**src/rtl/mult_div_pkg.sv**
```systemverilog
// Shared encodings for the iterative multiply/divide unit.
package mult_div_pkg;

  localparam logic OP_MULT    = 1'b0;
  localparam logic OP_DIV     = 1'b1;
  localparam int   ITER_COUNT = 32;

  typedef enum logic [1:0] {
    IDLE,
    MULT,
    DIV,
    FINISH
  } state_t;

endpackage

```
**src/rtl/mult_div_unit.sv**
```systemverilog
// Iterative signed multiply (radix-2 Booth) / divide (restoring) unit producing HI/LO.
//
// state  | meaning
// IDLE   | waiting for start; outputs hold last result
// MULT   | one Booth step per cycle, counter 0..WIDTH-1
// DIV    | one restoring quotient bit per cycle, counter 0..WIDTH-1
// FINISH | done pulse, result already registered; returns to IDLE
module mult_div_unit
  import mult_div_pkg::*;
#(
  parameter int WIDTH = ITER_COUNT
) (
  input  logic             clk,
  input  logic             reset,
  input  logic             start,
  input  logic             op,
  input  logic [WIDTH-1:0] a,
  input  logic [WIDTH-1:0] b,
  output logic             busy,
  output logic             done,
  output logic             div0,
  output logic [WIDTH-1:0] hi,
  output logic [WIDTH-1:0] lo
);

  localparam int            CW   = $clog2(WIDTH);
  localparam logic [CW-1:0] LAST = CW'(WIDTH - 1);

  state_t state;

  // Shared accumulator: acc_p is Booth P (sign-extended) or the partial remainder,
  // acc_q is the multiplier or the dividend/quotient, acc_qm1 is the Booth q-1 bit.
  logic [WIDTH:0]   acc_p;
  logic [WIDTH-1:0] acc_q;
  logic             acc_qm1;
  logic [WIDTH:0]   m;
  logic [CW-1:0]    cnt;
  logic             neg_q;
  logic             neg_r;
  logic             armed;

  logic [WIDTH-1:0] a_mag;
  logic [WIDTH-1:0] b_mag;

  logic [WIDTH:0]   p_sum;
  logic [WIDTH:0]   booth_p;
  logic [WIDTH-1:0] booth_q;
  logic             booth_qm1;

  logic [WIDTH:0]   r_sh;
  logic [WIDTH+1:0] diff;
  logic [WIDTH:0]   r_new;
  logic             q_bit;
  logic [WIDTH-1:0] div_q;

  always_comb begin
    a_mag = a[WIDTH-1] ? -a : a;
    b_mag = b[WIDTH-1] ? -b : b;

    p_sum = acc_p;
    case ({acc_q[0], acc_qm1})
      2'b01:   p_sum = acc_p + m;
      2'b10:   p_sum = acc_p - m;
      default: p_sum = acc_p;
    endcase
    booth_p   = {p_sum[WIDTH], p_sum[WIDTH:1]};
    booth_q   = {p_sum[0], acc_q[WIDTH-1:1]};
    booth_qm1 = acc_q[0];

    r_sh = {acc_p[WIDTH-1:0], acc_q[WIDTH-1]};
    diff = {1'b0, r_sh} - {1'b0, m};
    if (!diff[WIDTH+1]) begin
      r_new = diff[WIDTH:0];
      q_bit = 1'b1;
    end else begin
      r_new = r_sh;
      q_bit = 1'b0;
    end
    div_q = {acc_q[WIDTH-2:0], q_bit};
  end

  always_ff @(posedge clk or negedge reset) begin
    if (!reset) begin
      state   <= IDLE;
      busy    <= 1'b0;
      done    <= 1'b0;
      div0    <= 1'b0;
      hi      <= '0;
      lo      <= '0;
      cnt     <= '0;
      acc_p   <= '0;
      acc_q   <= '0;
      acc_qm1 <= 1'b0;
      m       <= '0;
      neg_q   <= 1'b0;
      neg_r   <= 1'b0;
      armed   <= 1'b0;
    end else begin
      // The first edge after reset release only arms the unit.
      armed <= 1'b1;
      case (state)
        IDLE: begin
          done <= 1'b0;
          if (start && armed) begin
            busy    <= 1'b1;
            cnt     <= '0;
            acc_p   <= '0;
            acc_qm1 <= 1'b0;
            neg_q   <= a[WIDTH-1] ^ b[WIDTH-1];
            neg_r   <= a[WIDTH-1];
            if (op == OP_DIV) begin
              acc_q <= a_mag;
              m     <= {1'b0, b_mag};
              if (b == '0) begin
                div0  <= 1'b1;
                done  <= 1'b1;
                state <= FINISH;
              end else begin
                div0  <= 1'b0;
                state <= DIV;
              end
            end else begin
              acc_q <= b;
              m     <= {a[WIDTH-1], a};
              div0  <= 1'b0;
              state <= MULT;
            end
          end
        end

        MULT: begin
          acc_p   <= booth_p;
          acc_q   <= booth_q;
          acc_qm1 <= booth_qm1;
          cnt     <= cnt + CW'(1);
          if (cnt == LAST) begin
            hi    <= booth_p[WIDTH-1:0];
            lo    <= booth_q;
            done  <= 1'b1;
            state <= FINISH;
          end
        end

        DIV: begin
          acc_p <= r_new;
          acc_q <= div_q;
          cnt   <= cnt + CW'(1);
          if (cnt == LAST) begin
            lo    <= neg_q ? -div_q : div_q;
            hi    <= neg_r ? -r_new[WIDTH-1:0] : r_new[WIDTH-1:0];
            done  <= 1'b1;
            state <= FINISH;
          end
        end

        FINISH: begin
          done  <= 1'b0;
          busy  <= 1'b0;
          state <= IDLE;
        end

        default: state <= IDLE;
      endcase
    end
  end

endmodule

```
**config.mk**
```make
export PLATFORM = sky130hd
export DESIGN_NAME = mult_div_unit
export DESIGN_NICKNAME = d
export VERILOG_FILES = /design/src/rtl/mult_div_pkg.sv /design/src/rtl/mult_div_unit.sv
export SDC_FILE = /design/constraint.sdc
export NUM_CORES = 1
export LEC_CHECK = 0
export CAP_MARGIN = 20
export CORE_AREA = 10 10 221 223
export CTS_CLUSTER_DIAMETER = 200
export CTS_CLUSTER_SIZE = 14
export DETAILED_ROUTE_END_ITERATION = 12
export DIE_AREA = 0 0 231 233
export HOLD_SLACK_MARGIN = 0.08
export PLACE_DENSITY = 0.64
export SYNTH_ARGS = -nofsm -noshare
export SYNTH_HDL_FRONTEND = slang
export SYNTH_SLANG_ARGS = --single-unit
```
**constraint.sdc**
```tcl
create_clock -name clk -period 6.03 [get_ports clk]
set_clock_uncertainty 0.2 [all_clocks]
set_input_delay 1.206 -clock clk [delete_from_list [all_inputs] [get_ports clk]]
set_output_delay 1.206 -clock clk [all_outputs]
set_load 0.01 [all_outputs]
```
==> reports/metrics.cfg, run 1 <==
[routing]
drt-initial-drc-count = 1533
antenna_left = 0
drc = 0
routed_wl_um = 67000
vias = 17600
avgViaCountPerCell = 6.07
wl_per_cell_um = 23.1
firstDrtPassIters = 5

[flow_run]
drv_cap = 0

[clock_network]
cts_max_path_buffers = 2
hold_buffers = 0
cts_sinks = 176
cts_setup_buffers = 0
clkSlewWorstSetupHoldPaths_ps = 90
numCtsBuffers = 17
clock_latency_ps = 480
cts_htree_levels = 4
cts_tree = built
root_buffer = clkbuf_16
cts-resized-gates = 0

[yosys]
synthesis.nets = 2404
synth-edff-count = 0
ys_types = 90
synth-async-reset-ratio_pct = 100
syn-cell-area_um2 = 17100
ys_warn_count = 0
synthCells = 2256
synth-seq-cells = 176
synth_area_per_cell_um2 = 7.60
ys.flop_type = dfrtp_1
synth-seq-area-share_pct = 25.7

[timing]
slew_viol_final = 0
whs_ps = 289
worst_slew_pin_slew_ps = 1050
max_freq_mhz = 185
hold_viol_final = 0
rsz0062_at_grt = no
min_period_ps = 5420
finalSetupViolations = 0
tns_ps = 0
post-route-period-util_pct = 89.8
slew_headroom_pct = 28.9

[die]
die_y_um = 233
pin_count = 135
fp.dieW_um = 231
std_cell_rows = 77
start_util_pct = 38.8
dieArea_um2 = 53800
coreArea_um2 = 44100

[worst_setup_path]
critical_path_required_ps = 6190
worstPathMaxFanout = 11
endpoint_kind = register
critical_path_class = reg2reg
cp-start-kind = register
crit_arrival_ps = 5580

[cells_and_area]
antenna_cells = 0
final_net_count = 2451
post-route-util_pct = 44.4
drive_above_1_share_pct = 5.83
syn2layout_area_growth_pct = 14.5

[placed_design]
port_buffers = 134
place.gp.congestion = 1.02
dp_hpwl_um = 52100

[grt]
grt_first_pass_wirelength_um = 103000
grt_overflow = 0
grt_pass1_vias = 17400
grt_antenna_before_repair = 5
grt_max_degree = 96
grt_usage_pct = 24.3

[hold_path]
hold_class = reg2reg

[run_status]
status = completed

[cells by family after synthesis]
family                     synth area share, %
adders and majority gates                 5.93
DFF                                       25.7
other                                   0.0219
muxes                                     4.83
xor gates and xnor gates                  8.38
and+or+nand+nor                           20.0
buffers and inverters                     5.05
AOI/OAI and AO/OA                         30.1
[per-layer routing]
| metal | vias up | global-route usage [%] | part of all wire [%] |
|---|---|---|---|
| met2 | 630 | 40.8 | 47 |
| li1 | 8354 | - | - |
| met1 | 8461 | 28.3 | 40 |
| met3 | 185 | 5.20 | 6.0 |
| met4 | 10 | 13.9 | 6.0 |
| met5 | - | 0 | 0.12 |
[area by class of cell]
class,instances,area (um^2)
repair buffers,169,1600
flip-flops and latches,176,4400
fillers,4534,24500
inverters,82,308
multi-input cells,1857,11900
clock inverters,15,230
well taps,592,741
clock buffers,17,425
[sequential cells by signal, indices dropped and copies added, names as in the netlist, 2 cells and up]
| register | flops |
|---|---|
| acc_p | 33 |
| m | 33 |
| acc_q | 32 |
| hi | 32 |
| lo | 32 |
| cnt | 5 |
| state | 2 |
[cells in the mapped netlist (20+ instances only)]
cell / n / share of area (%)
nand2_1: 300 / 6.6
o21ai_0: 213 / 6.2
nor2_1: 196 / 4.3
a21oi_1: 180 / 5.3
dfrtp_1: 176 / 26
clkbuf_1: 117 / 2.6
xor2_1: 85 / 4.3
xnor2_1: 79 / 4.0
ha_1: 78 / 5.7
inv_1: 75 / 1.6
mux2i_1: 59 / 3.4
o31ai_1: 49 / 2.1
nor3_1: 41 / 1.2
nand3_1: 36 / 1.1
a21o_1: 28 / 1.2
a31oi_1: 27 / 0.99
a22oi_1: 26 / 1.1
a221oi_1: 25 / 1.3
o211ai_1: 23 / 1.0
mux2_2: 21 / 1.4
and3_1: 20 / 0.73
nor4_1: 20 / 0.73
o221ai_1: 20 / 1.0
[cell usage in the layout (no fill, tap or decap), types with 21 or more instances in the layout]
master	n
nor2_1	196
dfrtp_1	176
xnor2_1	79
mux2i_1	59
buf_4	35
o21ai_0	213
nor3_1	41
inv_1	75
nand2_1	299
a21o_1	28
nand3_1	35
xor2_1	85
clkdlybuf4s50_1	132
o211ai_1	23
o31ai_1	49
ha_1	76
a221oi_1	25
a31oi_1	27
a22oi_1	26
mux2_2	21
a21oi_1	180
[path summary, 6_finish.rpt]
| kind | start | to | slack (ps) | depth (start not counted) |
|---|---|---|---|---|
| worst max-delay path | acc_p[17] | hi[30] | 610 | 20 |
| worst min-delay path | lo[8] | lo[8] | 290 | 2 |
| min in group asynchronous | reset | acc_p[19] | 630 | 1 |
| worst min register to register | lo[8] | lo[8] | 290 | 2 |
| max in group asynchronous | reset | acc_p[16] | 3710 | 2 |
| worst max register to register | acc_p[17] | hi[30] | 610 | 20 |
[worst max-delay path, cell delays in order, from the launching register on]
cell       delay [ps]
dfrtp_1           500
ha_1              490
a21oi_1           290
o21ai_1           130
and3_1            190
a2111oi_0         510
and3_1            380
o21ai_4           100
inv_2             110
nor2_1             50
a21oi_1           230
ha_1              280
nand2_1            70
nor3_1            210
a41o_1            180
o2111ai_1         160
mux2_2            360
nor4b_4           320
nor2b_1           220
mux2i_1           110
a211o_1           230
[through the flow]
| step | setup WS, ps | cell area [um^2] | instances |
|---|---|---|---|
| detailed placement | 769 | 19000 | 2876 |
| floorplan | 908 | 17100 | 2256 |
| finish | 613 | 19600 | 2908 |
| global route | 146 | 19600 | 2908 |
| CTS | 719 | 19600 | 2908 |
| global placement | 802 | 19000 | 2876 |
Power of run 1 is not shown: default switching activity piles up to over one toggle a cycle in this logic, so the estimate is an artifact.
==> run 2: changes to the inputs <==
- CORE_AREA: 10 10 221 223 -> 2 2 213 215
- DIE_AREA: 0 0 231 233 -> 0 0 215 217
==> run 2 against run 1 <==
  * Maximum frequency shrank 0.98%
  * Setup slack lost 54 ps
  * Sequential share of layout area grew 0.11 points
  * Hold slack lost 12 ps
  * Register-to-register slack lost 50 ps
  * Via count grew 0.32%
  * Largest cell class unchanged
  * Design area shrank 0.47%
  * Sequential cell count is the same
==> reports/metrics.cfg, run 2 (same netlist as run 1, synthesis figures left out) <==
[run_status]
status = completed  ; unchanged

[worst_setup_path]
cp-start-kind = register  ; unchanged
worstPathMaxFanout = 11  ; unchanged
critical_path_required_ps = 6170  ; was 6190 ps
crit_arrival_ps = 5610  ; was 5580 ps
critPathBufInv = 1  ; unchanged
critical_path_class = reg2reg  ; unchanged
crit_chain = ha_1 > a21oi_1 > o21ai_1 > and3_1 > a2111oi_0 > and3_1 > o21ai_4 > inv_2 > nor2_1 > a21oi_1 > ha_1 > nand2_1 > nor3_1 > a41o_1 > o2111ai_1 > mux2_2 > nor4b_4 > nor2b_1 > mux2i_1 > a211o_1  ; unchanged
crit_start = acc_p[17]  ; unchanged
crit_family = compound AO/OA/AOI/OAI gates  ; unchanged
rr_startpoint = acc_p[17]  ; unchanged
critPathSlowestCell = a2111oi_0  ; unchanged
endpoint_kind = register  ; unchanged
cp_slowest_stage_delay_ps = 540  ; was 510 ps
ff2ff_setup_slack_ps = 560  ; was 610 ps

[clock_network]
cts_htree_levels = 4  ; unchanged
cts_sinks = 176  ; unchanged
cts_max_path_buffers = 2  ; unchanged
cts_tree = built  ; unchanged
clkSlewWorstSetupHoldPaths_ps = 70  ; was 90 ps
root_buffer = clkbuf_16  ; unchanged
clock_latency_ps = 470  ; was 480 ps
cts_setup_buffers = 0  ; unchanged
numCtsBuffers = 17  ; unchanged
hold_buffers = 0  ; unchanged

[die]
die_y_um = 217  ; was 233 um
dieArea_um2 = 46700  ; was 53,800 um^2
fp.dieW_um = 215  ; was 231 um
std_cell_rows = 78  ; was 77
start_util_pct = 38.3  ; was 38.8%
coreArea_um2 = 44700  ; was 44,100 um^2
pin_count = 135  ; unchanged

[timing]
post-route-period-util_pct = 90.7  ; was 89.8%
max_freq_mhz = 183  ; was 185 MHz
tns_ps = 0  ; unchanged
slew_headroom_pct = 18.2  ; was 28.9%
hold_viol_final = 0  ; unchanged
rsz0062_at_grt = no  ; unchanged
min_period_ps = 5470  ; was 5420 ps
finalSetupViolations = 0  ; unchanged
worst_slew_pin_slew_ps = 1210  ; was 1050 ps
slew_viol_final = 0  ; unchanged

[placed_design]
dp_hpwl_um = 49500  ; was 52,100 um
place.gp.congestion = 0.980  ; was 1.02
port_buffers = 134  ; unchanged

[grt]
grt_first_pass_wirelength_um = 99100  ; was 103,000 um
grt_overflow = 0  ; unchanged
grt_antenna_before_repair = 0  ; was 5
grt_pass1_vias = 17200  ; was 17,400
grt_usage_pct = 27.2  ; was 24.3%
grt_max_degree = 75  ; was 96

[cells_and_area]
antenna_cells = 0  ; unchanged
reg_top3 = acc_p: 33 flops, m: 33 flops  ; unchanged
final_cell_mix = nand2_1 (299), o21ai_0 (213), nor2_1 (196)  ; unchanged
drive_above_1_share_pct = 5.71  ; was 5.83%
layout_commonest_cell = nand2_1  ; unchanged
n_fill_cell = 4629  ; was 4,534
final_net_count = 2449  ; was 2,451
syn2layout_area_growth_pct = 13.9  ; was 14.5%

[routing]
vias = 17700  ; was 17,600
avgViaCountPerCell = 6.08  ; was 6.07
firstDrtPassIters = 6  ; was 5
routed_wl_um = 63900  ; was 67,000 um
antenna_left = 0  ; unchanged
wl_per_cell_um = 21.9  ; was 23.1 um
drc = 0  ; unchanged
drt-initial-drc-count = 1772  ; was 1,533

[hold_path]
min_from = lo[18]  ; was lo[8]
hold_class = reg2reg  ; unchanged

[flow_run]
drv_cap = 0  ; unchanged

run 2: changes by cell type in the layout (fill, tap and decap cells not counted):
cell,before,now
clkinv_8,7,0
inv_6,1,7
inv_12,3,0
buf_4,35,33
clkinv_4,2,0
inv_8,1,3
buf_6,0,1
clkbuf_1,0,1
clkbuf_8,1,0
clkinv_2,0,1
clkinvlp_4,0,1
nor3_1,41,40
nor3_2,1,2
run 2: per-layer routing:
layer  GRT usage [%]  share of wire [%]  up-vias
li1                -                  -     8377
met1            33.8                 41     8501
met2            46.7                 48      677
met3            3.54                5.6      142
met4            13.1                4.8        0
met5               0                  0        -
run 2: final timing paths:
check | to | cells past startpoint
worst max-delay path | hi[30] | 20
worst min-delay path | lo[18] | 1
worst max register to register | hi[30] | 20
worst min register to register | lo[18] | 1
max in group asynchronous | acc_q[19] | 2
min in group asynchronous | m[22] | 1
run 2: worst reg2reg max path, stage by stage (launching register included):
cell and delay [ps]:
dfrtp_1 480, ha_1 480, a21oi_1 310, o21ai_1 120, and3_1 190, a2111oi_0 540
and3_1 390, o21ai_4 100, inv_2 130, nor2_1 50, a21oi_1 220, ha_1 280
nand2_1 70, nor3_1 190, a41o_1 180, o2111ai_1 180, mux2_2 390, nor4b_4 310
nor2b_1 230, mux2i_1 100, a211o_1 220
run 2: cell type report:
class / count / area (um^2) / share of cell area [%]
clock buffers: 18 / 429 / 2.20
clock inverters: 13 / 138 / 0.705
inverters: 82 / 308 / 1.58
multi-input cells: 1857 / 11900 / 61.0
flip-flops and latches: 176 / 4400 / 22.6
well taps: 600 / 751 / 3.85
repair buffers: 167 / 1590 / 8.12
run 2: metrics by stage:
step,area (um^2),setup WS (ps),utilization (%),hold slack (ps),instances
6_report,19500,559,43.7,277,2913
3_3_place_gp,18900,759,42.4,267,2882
3_5_place_dp,18900,655,42.4,267,2882
5_1_grt,19500,144,43.7,308,2913
2_1_floorplan,17100,908,-,250,2256
4_1_cts,19500,603,43.7,285,2913
run 2: what timing repair did:
item,4_1_cts,5_1_grt
gates resized for setup,0,1
endpoints found under the setup margin,0,1
endpoints found under the hold margin,0,0
Power of run 2 is left out for the same reason.
==> run 3: changes to the inputs <==
- CAP_MARGIN: 20 -> default
- CORE_AREA: 2 2 213 215 -> 2 2 172 174
- DIE_AREA: 0 0 215 217 -> 0 0 174 176
- PLACE_DENSITY: 0.64 -> 0.88
==> run 3 against run 2 <==
  * Via count up 5.6%
  * Clock-buffer cell count is 2 higher
  * Maximum frequency up 0.25%
  * Die area fell by 34%
  * Largest cell class unchanged
==> reports/metrics.cfg, run 3 (same netlist as run 1, synthesis figures left out) <==
[clock_network]
cts_max_path_buffers = 2  ; unchanged
cts_setup_buffers = 0  ; unchanged
hold_buffers = 0  ; unchanged
cts_tree = built  ; unchanged
cts_sinks = 176  ; unchanged
cts_htree_levels = 4  ; unchanged
cts-resized-gates = 0  ; unchanged
root_buffer = clkbuf_16  ; unchanged
clock_latency_ps = 460  ; was 470 ps
clkSlewWorstSetupHoldPaths_ps = 80  ; was 70 ps
numCtsBuffers = 17  ; unchanged

[placed_design]
place.gp.congestion = 1.02  ; was 0.980
placed_cell_area_um2 = 18700  ; was 18,900 um^2
dp_slack_ps = 764  ; was 655 ps
dp_hpwl_um = 49700  ; was 49,500 um
place_inst = 2663  ; was 2,882
port_buffers = 134  ; unchanged

[grt]
grt_usage_pct = 42.7  ; was 27.2%
grt_pass1_vias = 17900  ; was 17,200
grt-busiest-layer = met2  ; unchanged
grt_overflow = 0  ; unchanged
grt_max_degree = 96  ; was 75
grtUsageMet3_pct = 7.77  ; was 3.54%
grt_first_pass_wirelength_um = 102000  ; was 99,100 um
grt_antenna_before_repair = 1  ; was 0
use_met1_pct = 49.1  ; was 33.8%
grt_use_met2_pct = 70.9  ; was 46.7%

[timing]
min_period_ps = 5460  ; was 5470 ps
post-route-period-util_pct = 90.5  ; was 90.7%
slew_viol_final = 0  ; unchanged
max_freq_mhz = 183  ; about the same
worst_slew_pin_slew_ps = 1270  ; was 1210 ps
finalSetupViolations = 0  ; unchanged
hold_viol_final = 0  ; unchanged
slew_headroom_pct = 14.8  ; was 18.2%
setup_ws_ps = 573  ; was 559 ps
rsz0062_at_grt = no  ; unchanged
tns_ps = 0  ; unchanged

[worst_setup_path]
crit_arrival_ps = 5610  ; about the same
cp_slowest_stage_delay_ps = 620  ; was 540 ps
cp-start-kind = register  ; unchanged
critical_path_class = reg2reg  ; unchanged
critPathSlowestCell = ha_1  ; was a2111oi_0
worstPathMaxFanout = 13  ; was 11
critPathBufInv = 1  ; unchanged
crit_start = acc_p[9]  ; was acc_p[17]
crit_family = compound AO/OA/AOI/OAI gates  ; unchanged
endpoint_kind = register  ; unchanged
crit_chain = ha_1 > a21oi_1 > o31a_1 > o31ai_4 > nand4_1 > and3_1 > o21ai_4 > inv_2 > a21oi_1 > ha_1 > nand2_1 > nor3_1 > a41o_1 > o2111ai_1 > mux2_2 > nor4b_4 > a41oi_1 > xor2_1 > o221ai_1  ; was ha_1 > a21oi_1 > o21ai_1 > and3_1 > a2111oi_0 > and3_1 > o21ai_4 > inv_2 > nor2_1 > a21oi_1 > ha_1 > nand2_1 > nor3_1 > a41o_1 > o2111ai_1 > mux2_2 > nor4b_4 > nor2b_1 > mux2i_1 > a211o_1
critical_path_required_ps = 6190  ; was 6170 ps
rr_startpoint = acc_p[9]  ; was acc_p[17]

[die]
dieArea_um2 = 30600  ; was 46,700 um^2
coreArea_um2 = 28500  ; was 44,700 um^2
std_cell_rows = 62  ; was 78
fp.dieW_um = 174  ; was 215 um
pin_count = 135  ; unchanged
die_y_um = 176  ; was 217 um
start_util_pct = 60.0  ; was 38.3%

[cells_and_area]
n_fill_cell = 2397  ; was 4,629
final_net_count = 2446  ; was 2,449
syn2layout_area_growth_pct = 12.4  ; was 13.9%
layout_commonest_cell = nand2_1  ; unchanged
fin_area_um2 = 19300  ; was 19,500 um^2
final_cell_mix = nand2_1 (299), o21ai_0 (213), nor2_1 (195)  ; was nand2_1 (299), o21ai_0 (213), nor2_1 (196)
reg_top3 = acc_p: 33 flops, m: 33 flops  ; unchanged
finalNonFillerCells = 2695  ; was 2,913
antenna_cells = 0  ; unchanged
drive_above_1_share_pct = 5.67  ; was 5.71%

[hold_path]
hold_class = reg2reg  ; unchanged
min_from = lo[16]  ; was lo[18]

[flow_run]
drv_cap = 0  ; unchanged

[routing]
avgViaCountPerCell = 6.94  ; was 6.08
vias = 18700  ; was 17,700
drt-initial-drc-count = 2698  ; was 1,772
antenna_left = 0  ; unchanged
firstDrtPassIters = 6  ; unchanged
routed_wl_um = 65800  ; was 63,900 um
wl_per_cell_um = 24.4  ; was 21.9 um
drc = 0  ; unchanged

[run_status]
status = completed  ; unchanged

==> run 3: final timing paths <==
path	to	slack, ps	cells after the start
worst max-delay path	hi[28]	570	19
worst min-delay path	lo[16]	280	2
worst max register to register	hi[28]	570	19
worst min register to register	lo[16]	280	2
max in group asynchronous	lo[4]	3910	2
min in group asynchronous	m[20]	600	1
==> run 3: metal layers <==
metal	wire (um)	part of all wire, %
met5	18	0.027
met4	6060	9.2
met3	5520	8.4
met2	30500	46
met1	23700	36
==> run 3: layout make-up <==
type / instances / area [um^2] / share of cell area, %
Clock buffer: 20 / 467 / 2.42
Clock inverter: 12 / 120 / 0.624
Multi-Input combinational cell: 1857 / 11900 / 61.8
Tap cell: 384 / 480 / 2.49
Sequential cell: 176 / 4400 / 22.9
Timing Repair Buffer: 164 / 1580 / 8.18
Inverter: 82 / 308 / 1.60
==> run 3: through the flow <==
| stage | utilization (%) | hold WS, ps |
|---|---|---|
| floorplan | - | 250 |
| global placement | 65.4 | 265 |
| finish | 67.5 | 284 |
| global route | 67.5 | 314 |
| CTS | 67.4 | 287 |
| detailed placement | 65.4 | 270 |
==> run 3: tightest hold or removal path, cell delays in order, from the launching register on <==
cell and delay [ps]:
dfrtp_1 350, nand2_1 50, o21ai_0 60
Power of run 3 is left out for the same reason.
